`src/rtl/redmule_pkg.sv`:
```
// Shared types for the RedMulE TCDM gather unit.
// Lane geometry and gather FSM state encoding.
package redmule_pkg;

    localparam int unsigned LANE_W  = 32;
    localparam int unsigned LANE_BE = LANE_W / 8;

    typedef enum logic [1:0] {
        IDLE,
        ISSUE,
        WAIT,
        RESP
    } redmule_gather_state_e;

endpackage

```
`src/rtl/redmule_gather_lane.sv`:
```
// One narrow TCDM lane: grant flag, response flag, response buffer.
// Flags clear per transaction; the buffer survives soft clear.
module redmule_gather_lane
    import redmule_pkg::*;
(
    input  logic              clk_i,
    input  logic              rst_ni,
    input  logic              clr_i,
    input  logic              set_gnt_i,
    input  logic              set_rv_i,
    input  logic [LANE_W-1:0] data_i,
    output logic              gnt_o,
    output logic              rv_o,
    output logic [LANE_W-1:0] buf_o
);

    logic              gnt_q, gnt_d;
    logic              rv_q, rv_d;
    logic [LANE_W-1:0] buf_q, buf_d;

    always_comb begin
        gnt_d = gnt_q;
        rv_d  = rv_q;
        buf_d = buf_q;
        if (clr_i) begin
            gnt_d = 1'b0;
            rv_d  = 1'b0;
        end else begin
            if (set_gnt_i) gnt_d = 1'b1;
            if (set_rv_i) begin
                rv_d  = 1'b1;
                buf_d = data_i;
            end
        end
    end

    always_ff @(posedge clk_i or negedge rst_ni) begin
        if (!rst_ni) begin
            gnt_q <= 1'b0;
            rv_q  <= 1'b0;
            buf_q <= '0;
        end else begin
            gnt_q <= gnt_d;
            rv_q  <= rv_d;
            buf_q <= buf_d;
        end
    end

    assign gnt_o = gnt_q;
    assign rv_o  = rv_q;
    assign buf_o = buf_q;

endmodule

```
`src/rtl/redmule_tcdm_gather.sv`:
```
// Splits one wide streamer access into MP narrow TCDM accesses
// and gathers the narrow responses back into one wide response.
module redmule_tcdm_gather
    import redmule_pkg::*;
#(
    parameter int unsigned MP = 4
) (
    input  logic                          clk_i,
    input  logic                          rst_ni,
    input  logic                          clear_i,
    input  logic                          wide_req_i,
    output logic                          wide_gnt_o,
    input  logic [31:0]                   wide_add_i,
    input  logic                          wide_wen_i,
    input  logic [MP*LANE_BE-1:0]         wide_be_i,
    input  logic [MP*LANE_W-1:0]          wide_data_i,
    output logic                          wide_r_valid_o,
    output logic [MP*LANE_W-1:0]          wide_r_data_o,
    output logic [MP-1:0]                 tcdm_req_o,
    input  logic [MP-1:0]                 tcdm_gnt_i,
    output logic [MP-1:0][31:0]           tcdm_add_o,
    output logic [MP-1:0]                 tcdm_wen_o,
    output logic [MP-1:0][LANE_BE-1:0]    tcdm_be_o,
    output logic [MP-1:0][LANE_W-1:0]     tcdm_data_o,
    input  logic [MP-1:0][LANE_W-1:0]     tcdm_r_data_i,
    input  logic [MP-1:0]                 tcdm_r_valid_i,
    output logic                          busy_o,
    output logic                          err_o
);

    redmule_gather_state_e state_q, state_d;

    logic [31:0]          add_q, add_d;
    logic                 wen_q, wen_d;
    logic [MP*LANE_BE-1:0] be_q, be_d;
    logic [MP*LANE_W-1:0] data_q, data_d;
    logic                 err_q, err_d;

    logic [MP-1:0]             gnt_m, rv_m;
    logic [MP-1:0]             set_gnt, set_rv;
    logic [MP-1:0][LANE_W-1:0] bufs;
    logic                      accept, issue, collect;
    logic                      all_gnt, all_rv;

    assign issue   = (state_q == ISSUE);
    assign collect = (state_q == ISSUE) || (state_q == WAIT);
    assign accept  = rst_ni && !clear_i && wide_req_i && (state_q == IDLE);

    assign tcdm_req_o = issue ? ~gnt_m : '0;
    assign set_gnt    = clear_i ? '0 : (tcdm_req_o & tcdm_gnt_i);
    assign set_rv     = (collect && !clear_i) ?
                        (tcdm_r_valid_i & gnt_m & ~rv_m) : '0;

    assign all_gnt = &(gnt_m | set_gnt);
    assign all_rv  = &(rv_m | set_rv);

    assign wide_gnt_o     = accept;
    assign wide_r_valid_o = (state_q == RESP);
    assign wide_r_data_o  = bufs;
    assign busy_o         = (state_q != IDLE);
    assign err_o          = err_q;

    for (genvar i = 0; i < MP; i++) begin : g_lane
        assign tcdm_add_o[i]  = add_q + 32'(i * 4);
        assign tcdm_wen_o[i]  = wen_q;
        assign tcdm_be_o[i]   = be_q[i*LANE_BE +: LANE_BE];
        assign tcdm_data_o[i] = data_q[i*LANE_W +: LANE_W];

        redmule_gather_lane u_lane (
            .clk_i     (clk_i),
            .rst_ni    (rst_ni),
            .clr_i     (clear_i | accept),
            .set_gnt_i (set_gnt[i]),
            .set_rv_i  (set_rv[i]),
            .data_i    (tcdm_r_data_i[i]),
            .gnt_o     (gnt_m[i]),
            .rv_o      (rv_m[i]),
            .buf_o     (bufs[i])
        );
    end

    always_comb begin
        state_d = state_q;
        add_d   = add_q;
        wen_d   = wen_q;
        be_d    = be_q;
        data_d  = data_q;
        // any response not consumed by a lane is a protocol violation
        err_d   = err_q | (|(tcdm_r_valid_i & ~set_rv));
        unique case (state_q)
            IDLE: begin
                if (accept) begin
                    add_d   = wide_add_i;
                    wen_d   = wide_wen_i;
                    be_d    = wide_be_i;
                    data_d  = wide_data_i;
                    state_d = ISSUE;
                end
            end
            ISSUE: begin
                if (all_rv) state_d = RESP;
                else if (all_gnt) state_d = WAIT;
            end
            WAIT: begin
                if (all_rv) state_d = RESP;
            end
            RESP: state_d = IDLE;
            default: state_d = IDLE;
        endcase
        if (clear_i) begin
            state_d = IDLE;
            err_d   = 1'b0;
        end
    end

    always_ff @(posedge clk_i or negedge rst_ni) begin
        if (!rst_ni) begin
            state_q <= IDLE;
            add_q   <= '0;
            wen_q   <= 1'b0;
            be_q    <= '0;
            data_q  <= '0;
            err_q   <= 1'b0;
        end else begin
            state_q <= state_d;
            add_q   <= add_d;
            wen_q   <= wen_d;
            be_q    <= be_d;
            data_q  <= data_d;
            err_q   <= err_d;
        end
    end

endmodule

```
`config.mk`:
```
export PLATFORM = sky130hd
export DESIGN_NAME = redmule_tcdm_gather
export DESIGN_NICKNAME = d
export VERILOG_FILES = /design/src/rtl/redmule_pkg.sv /design/src/rtl/redmule_gather_lane.sv /design/src/rtl/redmule_tcdm_gather.sv
export SDC_FILE = /design/constraint.sdc
export NUM_CORES = 1
export LEC_CHECK = 0
export ABC_AREA = 1
export CAP_MARGIN = 0
export CELL_PAD_IN_SITES_DETAIL_PLACEMENT = 0
export CELL_PAD_IN_SITES_GLOBAL_PLACEMENT = 2
export CORE_AREA = 8 8 277 279
export CTS_CLUSTER_SIZE = 30
export DETAILED_ROUTE_END_ITERATION = 10
export DIE_AREA = 0 0 285 287
export PLACE_DENSITY_LB_ADDON = 0.1
export SLEW_MARGIN = 10
export SYNTH_ARGS = -nofsm -noshare
export SYNTH_HDL_FRONTEND = slang
export SYNTH_SLANG_ARGS = --single-unit
export TNS_END_PERCENT = 1
```
`constraint.sdc`:
```
create_clock -name clk_i -period 1.7 [get_ports clk_i]
set_input_delay 0.17 -clock clk_i [delete_from_list [all_inputs] [get_ports clk_i]]
set_output_delay 0.17 -clock clk_i [all_outputs]
set_load 0.01 [all_outputs]
```
# Yosys cells after proc, flatten, opt, wreduce, memory -nomap -nowiden
# Cells that the tools add are included.
dict set report totals {
  reg_bits 316
  output_inout_bits 412
  wordCells 90
}
dict set report classes {
  reduce_logical 25
  n_bitwise 12
  n_eq_ne 6
  n_mux 26
  addsub 3
}
# op n
set ops {}
lappend ops {{adder 32 x 4 -> 32 bit, second input constant} 2}
lappend ops {{adder 32 x 3 -> 32 bit, second input constant} 1}
lappend ops {{nonzero test 2 bit} 9}
lappend ops {{two-way mux 1 bit} 17}
lappend ops {{AND 4 bit} 4}
lappend ops {{two-way mux 4 bit} 3}
lappend ops {{inverter 4 bit} 3}
lappend ops {{two-way mux 2 bit} 5}
lappend ops {{AND reduction 2 bit} 5}
lappend ops {{OR 4 bit} 2}
lappend ops {{case mux 2 bit (4 select lines)} 1}
lappend ops {{AND reduction 4 bit} 2}
lappend ops {{inequality test 3 bit, second input constant} 2}
lappend ops {{equality test 2 bit, second input constant} 2}
lappend ops {{logical AND 1 bit} 4}
lappend ops {{inequality test 4 x 2 -> 1 bit, second input constant} 1}
lappend ops {{OR reduction 4 bit} 1}
lappend ops {{AND reduction 3 bit} 1}
lappend ops {{equality test 2 x 1 -> 1 bit, second input constant} 1}
lappend ops {{logical NOT 2 bit} 1}
lappend ops {{OR 1 bit} 2}
lappend ops {{logical NOT 1 bit} 1}
lappend ops {{logical OR 1 bit} 1}
lappend ops {{inverter 1 bit} 1}

# Logic depth before layout (Yosys ltp)
# Gate-level depths: netlist (run 1).
dict set report logic_depth {
  ltp_word 10
  mapped_depth 11
}

# By module
# From an unflattened synthesis (run 1), not the netlist that was laid out.
dict set report unflattened {
  hier_cells 1691
  area_unflattened_um2 14370.0
}
# mod area_each_um2 n_inst seq_area_each_um2 cells_each
set modules_own_cells {}
lappend modules_own_cells {redmule_tcdm_gather 8874.8 1 4504.3 1107}
lappend modules_own_cells {redmule_gather_lane 1373.8 4 850.8 146}

# Worst setup path before layout (run 1)
# No wires, ideal clock.
dict set report synth_path {
  path_kind {reg-to-output}
  start {reg add_q[2]}
  end {out tcdm_add_o[124] (netlist name)}
  stages_incl_launch_ff 10
  t_arrival_ns 1.805
  slack_ns -0.275
  path_cell_list {dfrtp_1 > inv_1 > ha_1 > or2_4 > nor2_8 > nand2_4 > nor2_4 > nand2_2 > nor2_2 > xor2_1}
}
# item line_no
set synth_lines {}
lappend synth_lines {{start, declared} redmule_tcdm_gather.sv:33} ;# logic [31:0] add_q, add_d;
lappend synth_lines {{start signal, assigned} redmule_tcdm_gather.sv:119} ;# add_q <= '0;
lappend synth_lines {{start signal, assigned} redmule_tcdm_gather.sv:126} ;# add_q <= add_d;
lappend synth_lines {{end, declared} redmule_tcdm_gather.sv:21} ;# output logic [MP-1:0][31:0] tcdm_add_o,

==> results by group, run 1 <==
Clock network
  – Clock Sinks: 316
  – CTS tree: done
  – Clk_lat worst skew: around 0.56 ns
  – Clock buffer depth: 3
  – H-tree Lvls: 2
  – Root Buffer: clkbuf_16
  – Num CTS Buffers: 43
  – Clock transition at path regs: 0.06 ns

Critical path
  – Worst reg-to-reg path cell count: 7
  – CP required: roughly 1.5 ns
  – R2r startpoint: state_q[0]
  – CP Max Fanout: 5
  – Flop-to-flop setup slack: -0.17 ns
  – Critical Setup Path Class: flop to output pin
  – RR Endpoint: g_lane[2].u_lane.buf_o[22]
  – Worst Setup End Kind: output pin
  – CP Launch Type: flop
  – Arrival @ worst endpoint: between 2 and 2.5 ns

Route
  – Drt wl/cell: about 21 um
  – DR vias/cell: approximately 4.0
  – Initial DRC count: between 400 and 500
  – Final ANT Viol Nets: 0
  – Post-route DRC: 0
  – DR pass1 iterations: 4
  – Via count: between 10000 and 15000
  – Detailed Route WL: between 70000 and 80000 um

Global route
  – Vias in the first global route: between 10000 and 15000
  – First-pass GRT wire length: 102000 um
  – Initial antenna violation count: 19
  – GRT Residual Overflow: 0
  – Largest net degree at the start of global routing: around 150
  – GR Util All Layers: between 10% and 20%

Hold path
  – Min-Delay Endpoint: tcdm_data_o[100]
  – Tightest Hold Check Type: input port to flop
  – WHS Path Cells: 3
  – Hold path startpoint: wide_data_i[100]

Final layout
  – Ratio of cells with drive above 1 in the final layout: approximately 29%
  – Finished Core Util: between 30% and 40%
  – Most frequent cells in the layout: nand2_1 (543), clkdlybuf4s50_1 (381), dfrtp_1 (305)
  – Commonest non-fill, non-tap cell in the layout: nand2_1
  – Fillers: approximately 7500
  – Nets@finish: between 2000 and 3000
  – Final instance area: around 26000 sq um
  – Layout area overhead: 82.7%

Pwr
  – Psw: 0.0163 W
  – Switching share of power: a little under two fifths
  – Gate power share: between 40% and 50%
  – Pwr dens: 1680 nW/um^2
  – Maximum VDD drop: between 0.9 and 1 mV
  – Clock power frac: 20.7%
  – P_leak: about 14 nW
  – Sequential power share: about 30%
  – Int Pwr: 0.0270 W

Run status
  – Violated checks: setup timing
  – Status: complete, but fails checks

Floorplan
  – Cell Rows: between 90 and 100
  – Starting density of the core: about a fifth
  – Io pins: around 730
  – Die ar.: 81800 sq um
  – Core ar.: between 70000 and 80000 sq um
  – Die H: about 290 um
  – Die width: 285 um

Place
  – DPL Wire Length: 56200 um
  – Placed cell areas: roughly 24000 sq um
  – Routability congestion estimate: between 0.8 and 0.9
  – PortBufs: between 700 and 800

Yosys
  – Post-synth net total: ~1700
  – Number of synthesized register bits: approximately 320
  – Post-synthesis instance total: 1395
  – Mapped cell area: around 14000 sq um
  – Seq/Total Area, Yosys: a little under three fifths
  – Avg Cell Area, Syn: 10.1 sq um
  – Yosys cell types: 35
  – Synth Warn #: 0

Timing
  – Final setup viols: 216
  – Achievable frequency: approximately 0.41 GHz
  – Slew @ Worst Pin: between 0.9 and 1 ns
  – Worst clock skew: between 0.01 and 0.015 ns
  – Hold Fails Final Rpt: 0
  – Final Slew Violations: 0
  – Relative slew slack: between 30% and 40%
  – TNS Setup: -56.92 ns
  – Unrepaired setup endpoints after global routing: true
  – Minimum clock period: about 2.4 ns
  – Final period util: 144%
  – Setup ws final: -0.743 ns

Run
  – Max_cap viols: 0
-- metrics by stage --
step	cells	power (W)	hold slack (ns)	worst slack, ns
4_1_cts	3307	0.0443	0.0787	-0.824
5_1_grt	3315	0.0461	0.112	-0.869
6_report	3319	0.0432	0.135	-0.743
3_3_place_gp	3200	0.0363	0.332	-0.651
3_5_place_dp	3200	0.0362	0.336	-0.666
2_1_floorplan	1395	0.0209	-0.126	-0.0447
-- kinds of logic after synthesis --
family	synth area share, %
muxes	11.8
AOI/OAI and AO/OA	1.42
buffers and inverters	4.80
adders and majority gates	0.798
and+or+nand+nor	20.3
xor gates and xnor gates	4.90
DFF	56.0
-- layer usage --
metal | part of all wire [%] | up-vias | track usage [%]
li1 | - | 6223 | -
met1 | 37 | 6347 | 18.3
met2 | 51 | 424 | 29.6
met3 | 9.4 | 92 | 7.20
met4 | 2.0 | 26 | 3.89
met5 | 0.26 | - | 0
-- synth_stat cells --
library cell / instances / area [sq um]
nand2_1: 570 / 2140
dfrtp_1: 316 / 7910
xor2_1: 71 / 622
mux2_4: 60 / 901
mux2_2: 58 / 653
inv_1: 54 / 203
nor2_1: 48 / 180
buf_2: 30 / 150
o21ai_0: 25 / 125
nand3_1: 21 / 105
buf_4: 18 / 135
clkbuf_1: 15 / 56.3
a21oi_1: 12 / 60.1
inv_2: 11 / 41.3
mux2_1: 10 / 113
ha_1: 9 / 113
nor3_2: 8 / 80.1
xnor2_1: 8 / 70.1
buf_6: 7 / 78.8
nand2_2: 7 / 43.8
nand4_1: 5 / 31.3
nor3_1: 5 / 25.0
nor2_2: 4 / 25.0
nor2_4: 4 / 45.0
nand2_4: 3 / 33.8
nor3_4: 3 / 48.8
buf_1: 2 / 7.51
nand3_2: 2 / 20.0
nand4_2: 2 / 25.0
o21bai_1: 2 / 15.0
and3_1: 1 / 6.26
clkbuf_2: 1 / 5.00
nand4_4: 1 / 21.3
nor2_8: 1 / 20.0
or2_4: 1 / 8.76
-- how the worst max path moves through the flow --
stage                           end  slack (ns)  startpoint
CTS                 tcdm_add_o[123]       -0.82    add_q[3]
global route        tcdm_add_o[124]       -0.87    add_q[3]
floorplan           tcdm_add_o[124]       -0.04    add_q[2]
global placement     tcdm_add_o[62]       -0.65   add_q[25]
detailed placement  tcdm_add_o[123]       -0.67    add_q[3]
finish              tcdm_add_o[123]       -0.74    add_q[3]
-- timing repair --
action | 4_1_cts | 5_1_grt
hold endpoints to repair | 316 | 0
pin swaps | 39 | 18
buffers inserted | 28 | 7
hold buffers | 1 | 0
resized for setup | 679 | 139
endpoints found under the setup margin | 631 | 482
-- registers in the layout (all words and copies together) (netlist names) --
name                 count
g_lane.u_lane.buf_o    128
tcdm_data_o            128
add_q                   32
tcdm_be_o               16
g_lane.u_lane.gnt_o      4
g_lane.u_lane.rv_o       4
state_q                  2
err_o                    1
wen_q                    1
-- area by class of cell --
cell class	instances	area, sq um	share of cell area, %
timing repair buffer	955	8890	34.5
sequential	316	7920	30.7
antenna	5	12.5	0.0485
tap	959	1200	4.65
clock buffer	61	1210	4.68
inverter	65	256	0.995
multi-input combinational	941	6150	23.9
clock inverter	17	155	0.602
-- critical path, cell delays in order (launching register included) --
cell     delay, ns
dfrtp_2       0.45
inv_4         0.11
ha_2          0.18
nand2_2       0.07
nand2_4       0.08
nand2_4       0.08
nor3_4        0.23
nand2_2       0.10
xor2_1        0.15
buf_4         0.13
buf_2         0.13
-- power by group through the flow --
stage / sequential [W] / combinational (W) / clock [W]
floorplan: 0.0145 / 0.00639 / 0
global placement: 0.0130 / 0.0233 / 0
detailed placement: 0.0131 / 0.0231 / 0
CTS: 0.0130 / 0.0219 / 0.00939
global route: 0.0135 / 0.0230 / 0.00964
finish: 0.0130 / 0.0213 / 0.00895
(Power assumes the default switching activity.)
==> run 2: changes to the inputs <==
PLACE_DENSITY_LB_ADDON = 0.2   (was 0.1)
REMOVE_ABC_BUFFERS = 1   (was unset)
==> results by group, run 2 (same netlist as run 1, synthesis figures left out) <==
Run
  – Max_cap viols: 0 (unchanged)

Critical path
  – CP max-delay cell: dfrtp_1 (was dfrtp_2)
  – Cells along the critical path: inv_2 > buf_6 > ha_4 > or2_4 > nor2_8 > nand2_4 > buf_4 > buf_4 > xor2_4 > buf_6 (was inv_4 > ha_2 > nand2_2 > nand2_4 > nand2_4 > nor3_4 > nand2_2 > xor2_1 > buf_4 > buf_2)
  – R2r startpoint: state_q[0] (unchanged)
  – Flop-to-flop setup slack: -0.24 ns (was -0.17 ns)
  – Arrival @ worst endpoint: 2.37 ns (was 2.27 ns)
  – Worst Setup SP: add_q[3] (unchanged)
  – CP required: 1.53 ns (about the same)
  – CP Max Fanout: 4 (was 5)
  – Worst reg-to-reg path cell count: 9 (was 7)
  – CP Launch Type: flop (unchanged)
  – Worst Setup End Kind: output pin (unchanged)
  – CP peak stage delay: 0.42 ns (was 0.45 ns)
  – Critical Setup Path Class: flop to output pin (unchanged)
  – RR Endpoint: g_lane[1].u_lane.buf_o[31] (was g_lane[2].u_lane.buf_o[22])

Clock network
  – Clock Sinks: 316 (unchanged)
  – Root Buffer: clkbuf_16 (unchanged)
  – Clock buffer depth: 3 (unchanged)
  – CTS tree: done (unchanged)
  – Num CTS Buffers: 41 (was 43)
  – H-tree Lvls: 2 (unchanged)
  – Clk_lat worst skew: 0.55 ns (was 0.56 ns)
  – Clock transition at path regs: 0.06 ns (about the same)

Global route
  – Initial antenna violation count: 15 (was 19)
  – First-pass GRT wire length: 96800 um (was 102000 um)
  – Vias in the first global route: 14164 (was 14200)
  – GRT Residual Overflow: 0 (unchanged)
  – GR Util All Layers: 15.6% (was 16.7%)
  – Largest net degree at the start of global routing: 140 (was 149)

Pwr
  – Total power draw: 0.0425 W (was 0.0432 W)
  – Maximum VDD drop: 0.840 mV (was 0.957 mV)
  – P_leak: 13.5 nW (was 13.9 nW)
  – Pwr dens: 1670 nW/um^2 (was 1680 nW/um^2)

Hold path
  – Tightest Hold Check Type: input port to flop (unchanged)
  – Min-Delay Endpoint: tcdm_data_o[120] (was tcdm_data_o[100])
  – Hold path startpoint: wide_data_i[120] (was wide_data_i[100])
  – WHS Path Cells: 3 (unchanged)

Timing
  – Achievable frequency: 0.394 GHz (was 0.409 GHz)
  – Hold Fails Final Rpt: 0 (unchanged)
  – Final Slew Violations: 0 (unchanged)
  – Final setup viols: 223 (was 216)
  – Minimum clock period: 2.54 ns (was 2.44 ns)
  – Setup ws final: -0.840 ns (was -0.743 ns)
  – Relative slew slack: 42.6% (was 35.3%)
  – Fin Hold WS: 0.141 ns (was 0.135 ns)
  – Worst clock skew: 0.0143 ns (was 0.0116 ns)
  – Unrepaired setup endpoints after global routing: true (unchanged)
  – Final period util: 149% (was 144%)
  – Slew @ Worst Pin: 0.860 ns (was 0.970 ns)

Place
  – Routability congestion estimate: 0.802 (was 0.812)
  – PortBufs: 728 (unchanged)
  – Placed cell areas: 23700 sq um (was 23900 sq um)
  – Placed Instances: 3187 (was 3200)
  – DPL Wire Length: 52800 um (was 56200 um)

Floorplan
  – Cell Rows: 99 (unchanged)
  – Die H: 287 um (unchanged)
  – Die ar.: 81800 sq um (unchanged)
  – Io pins: 729 (unchanged)
  – Core ar.: 72300 sq um (unchanged)
  – Starting density of the core: 19.5% (unchanged)
  – Die width: 285 um (unchanged)

Route
  – DR vias/cell: 3.90 (was 3.95)
  – Initial DRC count: 354 (was 483)
  – DR pass1 iterations: 5 (was 4)
  – Via count: 12816 (was 13112)
  – Final ANT Viol Nets: 0 (unchanged)
  – Drt wl/cell: 20.4 um (was 21.5 um)
  – Detailed Route WL: 67000 um (was 71200 um)
  – Post-route DRC: 0 (unchanged)

Run status
  – Status: complete, but fails checks (unchanged)
  – Violated checks: setup timing (unchanged)

Final layout
  – Ratio of cells with drive above 1 in the final layout: 26.5% (was 29.0%)
  – Most frequent cells in the layout: nand2_1 (549), clkdlybuf4s50_1 (420), dfrtp_1 (310) (was nand2_1 (543), clkdlybuf4s50_1 (381), dfrtp_1 (305))
  – Commonest non-fill, non-tap cell in the layout: nand2_1 (unchanged)
  – Layout area overhead: 80.4% (was 82.7%)
  – Nets@finish: 2613 (was 2648)
  – Finished Core Util: 35.2% (was 35.7%)
  – Final instance area: 25500 sq um (was 25800 sq um)
  – Fin cells: 3287 (was 3319)
## run 2: changes by cell type in the layout (fill, tap and decap cells not counted), sizes merged, moves of 2 or more
| cell | delta |
|---|---|
| buf | -39 |
| clkbuf | -2 |
| clkdlybuf4s15 | -3 |
| clkdlybuf4s50 | +39 |
| clkinv | -4 |
| diode | +5 |
| dlygate4sd2 | -14 |
| dlymetal6s2s | -16 |
| inv | +3 |
## run 2: repair_timing
item                       in CTS  in global routing
buffers inserted                9                  8
hold endpoints to repair      316                  0
pin swaps                      29                 31
resized for setup             613                152
setup endpoints to repair     556                445
hold buffers                    1                  0
## run 2: area by class of cell
type / count / area (sq um)
Sequential cell: 316 / 7920
Clock buffer: 59 / 1180
Tap cell: 959 / 1200
Antenna cell: 10 / 25.0
Fill cell: 7448 / 46900
Multi-Input combinational cell: 941 / 6060
Inverter: 65 / 251
Clock inverter: 15 / 154
Timing Repair Buffer: 922 / 8670
## run 2: stage by stage
step / worst slack [ns] / TNS [ns]
6_report: -0.840 / -67.23
2_1_floorplan: -2.91 / -756.90
4_1_cts: -0.915 / -79.65
5_1_grt: -0.980 / -95.04
3_5_place_dp: -0.733 / -118.99
3_3_place_gp: -0.715 / -120.98
## run 2: where the power goes
part | total [W] | switching, W | internal (W)
clock | 0.00871 | 0.00355 | 0.00517
sequential | 0.0129 | 0.00196 | 0.0109
combinational | 0.0209 | 0.0102 | 0.0107
total | 0.0425 | 0.0157 | 0.0268
## run 2: worst max-delay path, delay by kind of cell, from the launching register on
family	cells	cell delay [ns]
buffers and inverters	5	0.60
AND/OR/NAND/NOR	3	0.48
flip-flops	1	0.42
XOR/XNOR	1	0.16
adder cells (fa/ha/maj)	1	0.15
## run 2: how the worst max path moves through the flow
stage	endpoint	depth (start not counted)
floorplan	state_q[0]	9
global placement	tcdm_add_o[124]	11
detailed placement	tcdm_add_o[111]	10
CTS	tcdm_add_o[124]	11
global route	tcdm_add_o[51]	12
finish	tcdm_add_o[108]	10
## run 2: per-layer routing
| metal | part of all wire, % | GRT usage (%) | vias up | wire length [um] |
|---|---|---|---|---|
| li1 | - | - | 6150 | - |
| met2 | 52 | 28.8 | 454 | 35100 |
| met5 | 0.14 | 0 | - | 97 |
| met1 | 35 | 15.8 | 6115 | 23500 |
| met3 | 9.9 | 7.09 | 85 | 6650 |
| met4 | 2.5 | 4.18 | 12 | 1650 |
